### src/rtl/uart_pkg.sv
// -----------------------------------------------------------------------------
// uart_pkg
// Items shared by the UART transmitter and receiver:
//   - uart_state_e   : frame sequencer states (IDLE, START, DATA, PARITY, STOP)
//   - DATA_WIDTH_DEF : default number of data bits per frame
//   - PARITY_EVEN / PARITY_ODD : encodings of the parity_type input
// -----------------------------------------------------------------------------
package uart_pkg;

    localparam int DATA_WIDTH_DEF = 8;

    localparam logic PARITY_EVEN = 1'b0;
    localparam logic PARITY_ODD  = 1'b1;

    typedef enum logic [2:0] {
        IDLE,
        START,
        DATA,
        PARITY,
        STOP
    } uart_state_e;

endpackage : uart_pkg

### src/rtl/uart_tx_parity_calc.sv
// -----------------------------------------------------------------------------
// uart_tx_parity_calc
// Purely combinational parity generator working on the word that the
// transmitter latched at frame acceptance.
//   i_data        [DATA_WIDTH-1:0] latched data word
//   i_parity_type                  PARITY_EVEN (0) or PARITY_ODD (1)
//   o_parity                       parity bit to place on the line
// Even parity makes the total count of ones (data + parity) even, which is
// the XOR-reduction of the data; odd parity is its complement.
// -----------------------------------------------------------------------------
module uart_tx_parity_calc
    import uart_pkg::*;
#(
    parameter int DATA_WIDTH = DATA_WIDTH_DEF
) (
    input  logic [DATA_WIDTH-1:0] i_data,
    input  logic                  i_parity_type,
    output logic                  o_parity
);

    assign o_parity = (i_parity_type == PARITY_ODD) ? ~^i_data : ^i_data;

endmodule : uart_tx_parity_calc

### src/rtl/uart_tx.sv
// -----------------------------------------------------------------------------
// uart_tx
// Frame serializer: start bit (0), DATA_WIDTH data bits LSB first, optional
// parity bit, stop bit (1). One bit period per CLK cycle.
//
// Ports
//   CLK            transmit bit clock
//   RST            synchronous, active-high reset
//   P_DATA         [DATA_WIDTH-1:0] word to transmit
//   Data_Valid     request; accepted only in IDLE or in the STOP cycle
//   parity_enable  1 = append a parity bit (latched with the word)
//   parity_type    PARITY_EVEN (0) / PARITY_ODD (1) (latched with the word)
//   TX_OUT         serial line, idle high, registered
//   busy           frame in progress, registered
//
// Configuration
//   UART_TX_PARITY_EN : when defined, the PARITY state and parity path are
//   built. When undefined, parity_enable/parity_type are ignored and every
//   frame is DATA_WIDTH+2 cycles.
//
// Timing: the state register advances on the accepting edge N; TX_OUT/busy
// are registered copies of the current state's line value, so the start bit
// appears at edge N+1 and the line trails the state by one cycle.
// -----------------------------------------------------------------------------
module uart_tx
    import uart_pkg::*;
#(
    parameter int DATA_WIDTH = DATA_WIDTH_DEF
) (
    input  logic                  CLK,
    input  logic                  RST,
    input  logic [DATA_WIDTH-1:0] P_DATA,
    input  logic                  Data_Valid,
    input  logic                  parity_enable,
    input  logic                  parity_type,
    output logic                  TX_OUT,
    output logic                  busy
);

    localparam int              CNT_W    = (DATA_WIDTH > 1) ? $clog2(DATA_WIDTH) : 1;
    localparam logic [CNT_W-1:0] LAST_BIT = CNT_W'(DATA_WIDTH - 1);

    uart_state_e             r_state;
    logic                    r_tx;
    logic                    r_busy;
    logic [CNT_W-1:0]        r_bit_cnt;
    logic [DATA_WIDTH-1:0]   r_shift;
    logic [DATA_WIDTH-1:0]   r_data;

    uart_state_e             w_state_next;
    logic                    w_tx_next;
    logic                    w_busy_next;
    logic [CNT_W-1:0]        w_cnt_next;
    logic [DATA_WIDTH-1:0]   w_shift_next;
    logic                    w_accept;
    logic                    w_parity_bit;
    logic                    w_parity_type;

`ifdef UART_TX_PARITY_EN
    logic                    r_parity_en;
    logic                    r_parity_type;

    assign w_parity_type = r_parity_type;
`else
    logic                    w_unused_cfg;

    // Parity is not part of the frame in this build; the configuration
    // inputs and the generator output are intentionally left without a load.
    assign w_parity_type = PARITY_EVEN;
    assign w_unused_cfg  = ^{parity_enable, parity_type, w_parity_bit};
`endif

    uart_tx_parity_calc #(
        .DATA_WIDTH (DATA_WIDTH)
    ) u_parity_calc (
        .i_data        (r_data),
        .i_parity_type (w_parity_type),
        .o_parity      (w_parity_bit)
    );

    // -------------------------------------------------------------------------
    // Next-state and next-line logic
    // -------------------------------------------------------------------------
    always_comb begin
        // NOTE: every signal gets a default before the case so no path can
        // leave it unassigned, which would otherwise infer a latch.
        w_state_next = r_state;
        w_tx_next    = 1'b1;
        w_busy_next  = 1'b1;
        w_cnt_next   = r_bit_cnt;
        w_shift_next = r_shift;
        w_accept     = 1'b0;

        case (r_state)
            IDLE: begin
                w_busy_next = 1'b0;
                if (Data_Valid) begin
                    w_accept     = 1'b1;
                    w_state_next = START;
                end
            end

            START: begin
                w_tx_next    = 1'b0;
                w_cnt_next   = '0;
                w_state_next = DATA;
            end

            DATA: begin
                w_tx_next    = r_shift[0];
                w_shift_next = r_shift >> 1;
                if (r_bit_cnt == LAST_BIT) begin
                    w_cnt_next = '0;
`ifdef UART_TX_PARITY_EN
                    w_state_next = r_parity_en ? PARITY : STOP;
`else
                    w_state_next = STOP;
`endif
                end else begin
                    w_cnt_next = r_bit_cnt + CNT_W'(1);
                end
            end

`ifdef UART_TX_PARITY_EN
            PARITY: begin
                w_tx_next    = w_parity_bit;
                w_state_next = STOP;
            end
`endif

            STOP: begin
                w_tx_next = 1'b1;
                // A request in the stop cycle chains straight into the next
                // start bit with no idle gap.
                if (Data_Valid) begin
                    w_accept     = 1'b1;
                    w_state_next = START;
                end else begin
                    w_state_next = IDLE;
                end
            end

            default: begin
                w_state_next = IDLE;
            end
        endcase

        if (w_accept) begin
            w_shift_next = P_DATA;
        end
    end

    // -------------------------------------------------------------------------
    // State, datapath and output registers
    // -------------------------------------------------------------------------
    always_ff @(posedge CLK) begin
        // NOTE: sequential state uses non-blocking assignments so every
        // register samples the pre-edge values of the others.
        if (RST) begin
            // NOTE: the shift and data registers are reset along with the FSM
            // so an aborted frame leaves no stale word behind.
            r_state   <= IDLE;
            r_tx      <= 1'b1;
            r_busy    <= 1'b0;
            r_bit_cnt <= '0;
            r_shift   <= '0;
            r_data    <= '0;
        end else begin
            r_state   <= w_state_next;
            r_tx      <= w_tx_next;
            r_busy    <= w_busy_next;
            r_bit_cnt <= w_cnt_next;
            r_shift   <= w_shift_next;
            if (w_accept) begin
                r_data <= P_DATA;
            end
        end
    end

`ifdef UART_TX_PARITY_EN
    always_ff @(posedge CLK) begin
        if (RST) begin
            r_parity_en   <= 1'b0;
            r_parity_type <= PARITY_EVEN;
        end else if (w_accept) begin
            r_parity_en   <= parity_enable;
            r_parity_type <= parity_type;
        end
    end
`endif

    assign TX_OUT = r_tx;
    assign busy   = r_busy;

endmodule : uart_tx
### config.mk
export PLATFORM = sky130hd
export DESIGN_NAME = uart_tx
export DESIGN_NICKNAME = d
export VERILOG_FILES = /design/src/rtl/uart_pkg.sv /design/src/rtl/uart_tx_parity_calc.sv /design/src/rtl/uart_tx.sv
export SDC_FILE = /design/constraint.sdc
export NUM_CORES = 1
export LEC_CHECK = 0
export CORE_UTILIZATION = 25
export CTS_BUF_LIST = sky130_fd_sc_hd__clkbuf_8
export CTS_CLUSTER_DIAMETER = 200
export DETAILED_ROUTE_END_ITERATION = 10
export HOLD_SLACK_MARGIN = 0.02
export SLEW_MARGIN = 25
export SYNTH_ARGS = -nofsm -noshare
export SYNTH_HDL_FRONTEND = slang
export SYNTH_SLANG_ARGS = --single-unit
export TNS_END_PERCENT = 10
### constraint.sdc
create_clock -name CLK -period 1.3 [get_ports CLK]
set_input_delay 0.26 -clock CLK [delete_from_list [all_inputs] [get_ports CLK]]
set_output_delay 0.26 -clock CLK [all_outputs]
set_load 0.01 [all_outputs]
==> out/metrics.cfg, run 1 <==
[worst_setup_path]
critPathLaunchType=flip-flop
path_cells=ha_4 -> ha_4 -> or4b_4 -> a31oi_1
critPathTopFamily=simple AND/OR/NAND/NOR gates
cp_max_fo=2
cpPeakStageDelay_ns=0.44
rr_endpoint=r_bit_cnt[2]
crit_type=reg2reg
worst_setup_path_end_kind=flip-flop
reg2reg_slack_ns=-0.08
path_buf_inv=0
crit_top_cell=ha_4
crit_required_ns=1.48
slowest_stage=or4b_4
reg2reg_from=r_bit_cnt[0]
ff2ff_path_depth=4
cp.arrival_ns=1.56

[timing]
rsz0062_at_grt=yes
hold_violations=0
worst_pin_slew_ns=0.369
min_period_ns=1.38
fmax_ghz=0.727
finalSetupViolations=2
fin_skew_ns=0.00172
timing.final.ws_setup_ns=-0.0752
maxSlewViolCount=0
min_period_over_period=1.06
slew_headroom=0.754

[status]
status=finished with violations
violations=design-rule violations, negative setup slack

[power]
pwr-share-seq=0.462
switching_share=0.244
ir_worst_vdd_mv=0.672
p_sw_mw=0.291
power_mw=1.19
p_clk_frac=0.377
power.internal_mw=0.902
leakage_nw=0.379
pwr-share-comb=0.161
powerDensity_nw_per_um2=1150

[synth]
yosysUniqueCellTypes=25
synth_area_um2=759
synthCells=80
synth_top_area_cell=dfxtp_1
synth_seq_area_share=0.422
netlist.area_leader.share=0.422
yosys_warnings=0
ys_ff_latch=16
syn-num-nets=95
synthTopCellsByArea=dfxtp_1 42%, buf_6 5.9%, a21oi_1 5.3%
syn_area_per_cell_um2=9.49

[floorplanning]
rows=19
core_area_um2=2810
die_h_um=57.1
die_area_um2=3260
start_util=0.271
ios=15
chipWidth_um=57.1

[clock_tree]
htreeDepth=1
cts_made_buffers=3
clk_latency_ns=0.25
cts_sinks=16
clockBufferDepth=2
clock-root-buffer=clkbuf_8
post_cts_buffers=0
clk_pin_slew_ns=0.06
cts_tree=yes

[place]
dp_hpwl_mm=1.12
gp_congestion=0.709
portBuffers=12
dpl.cell_count=127
place_area_um2=946

[worst_hold_path]
hold_path_depth=2
min_path_type=reg2reg
min_to=r_shift[3]
worstHoldStart=r_shift[3]

[grt]
grt_first_pass_wirelength_mm=2.66
grt_max_degree=11
grt_overflow=0
antenna_found_initial=0
grt_pass1_vias=648
grtUsageTotal=0.109

[final_layout]
diodes=0
final_area_um2=1040
final_cells=131
nets=116
utilization=0.369
drive_above_1_share=0.280
area_delta_synth_final_pct=36.4

[route]
drtIter0Drc=16
drc_errors=2
wl_mm=1.55
ant_nets=0
wl_per_cell_um=11.8
dr.pass1.iters=7
avgViaCountPerCell=4.95
num_vias=649

[job]
drv_cap=0

==> cell type report <==
class                           count  area, um^2
Sequential cell                    16         324
Timing Repair Buffer               22         193
Fill cell                         292        1770
Clock buffer                        4        55.1
Inverter                            1        3.75
Tap cell                           31        38.8
Multi-Input combinational cell     57         422
==> worst reg2reg max path, delay by kind of cell, from the launching register on <==
family / cells / cell delay [ns]
AOI/OAI and AO/OA: 1 / 0.13
DFF: 1 / 0.34
adders and majority gates: 2 / 0.40
and+or+nand+nor: 1 / 0.44
==> power groups by stage <==
stage	registers, mW	logic (mW)	clock network, mW
floorplan	0.553	0.130	0
global placement	0.559	0.184	0
detailed placement	0.560	0.189	0
CTS	0.551	0.193	0.461
global route	0.554	0.213	0.483
finish	0.551	0.193	0.449
==> through the flow <==
stage / setup TNS, ns / hold WS [ns] / worst slack, ns
after floorplan: -0.0575 / 0.396 / -0.0575
after global placement: -2.21 / 0.450 / -0.275
after detailed placement: -2.65 / 0.459 / -0.326
after CTS: -0.121 / 0.468 / -0.0747
after global routing: -0.320 / 0.488 / -0.143
final: -0.0771 / 0.469 / -0.0752
==> synthesized netlist by cell type <==
| library cell | instances |
|---|---|
| nor3b_2 | 1 |
| nor2_1 | 7 |
| nand2b_1 | 5 |
| ha_1 | 2 |
| buf_6 | 4 |
| dfxtp_1 | 16 |
| o21ai_0 | 2 |
| o32ai_1 | 2 |
| nor3_1 | 3 |
| clkbuf_1 | 2 |
| nand2_1 | 6 |
| and2_1 | 1 |
| or4b_1 | 1 |
| a31oi_1 | 1 |
| a22oi_1 | 3 |
| mux2i_1 | 1 |
| nand3_1 | 3 |
| or3b_1 | 2 |
| nor3b_4 | 2 |
| a21oi_1 | 8 |
| nand3b_1 | 1 |
| o22ai_2 | 1 |
| nor3b_1 | 1 |
| a211oi_1 | 4 |
| inv_2 | 1 |
==> flip-flops by register name (all words and copies together) (netlist names) <==
name / cells
busy: 1
r_bit_cnt: 3
r_state: 3
TX_OUT: 1
r_shift: 8
==> timing repair <==
item,CTS,global route
gates cloned,0,0
pin swaps,3,3
hold buffers,0,0
gates resized for setup,7,2
setup endpoints to repair,13,11
==> placed cells by master (no fill, tap or decap), types with 3 or more instances in the layout <==
cell,instances
dfxtp_1,13
clkdlybuf4s50_1,10
buf_4,10
a21oi_1,8
nor2_1,7
nand2_1,6
nand2b_1,5
a211oi_1,4
clkbuf_8,4
a22oi_1,3
nor3_1,3
nand3_1,3
dfxtp_2,3
==> logic make-up after synthesis <==
family	after synthesis	share of synthesized area
and+or+nand+nor	33	0.275
buffers and inverters	7	0.0741
adders and majority gates	2	0.0329
AOI/OAI and AO/OA	21	0.183
muxes	1	0.0132
DFF	16	0.422
==> worst max-delay path by stage <==
stage | from | to | slack, ns | depth (start not counted)
final | r_bit_cnt[0] | r_bit_cnt[2] | -0.08 | 4
after global routing | r_bit_cnt[0] | r_bit_cnt[2] | -0.14 | 4
after CTS | r_bit_cnt[0] | r_bit_cnt[2] | -0.07 | 4
after detailed placement | Data_Valid | r_shift[1] | -0.33 | 4
after global placement | Data_Valid | r_shift[1] | -0.27 | 4
after floorplan | r_bit_cnt[1] | r_bit_cnt[2] | -0.06 | 4
==> layer usage <==
layer,routed length (um),GRT usage,share of wire,vias up
li1,-,-,-,330
met1,747,0.125,0.48,295
met2,682,0.182,0.44,22
met3,104,0.0499,0.067,2
met4,12,0.0314,0.0078,0
met5,0,0,0,-
Note: power is estimated with default switching activity, not from simulation.
==> run 2: changes to the inputs <==
--- a/config.mk
+++ b/config.mk
@@ -10,6 +10,7 @@
 export CTS_CLUSTER_DIAMETER = 200
 export DETAILED_ROUTE_END_ITERATION = 10
 export HOLD_SLACK_MARGIN = 0.02
+export RECOVER_POWER = 25
 export SLEW_MARGIN = 25
 export SYNTH_ARGS = -nofsm -noshare
 export SYNTH_HDL_FRONTEND = slang
==> results of run 2 <==
No change in the layout: final DEF, timing and power equal those of run 1.
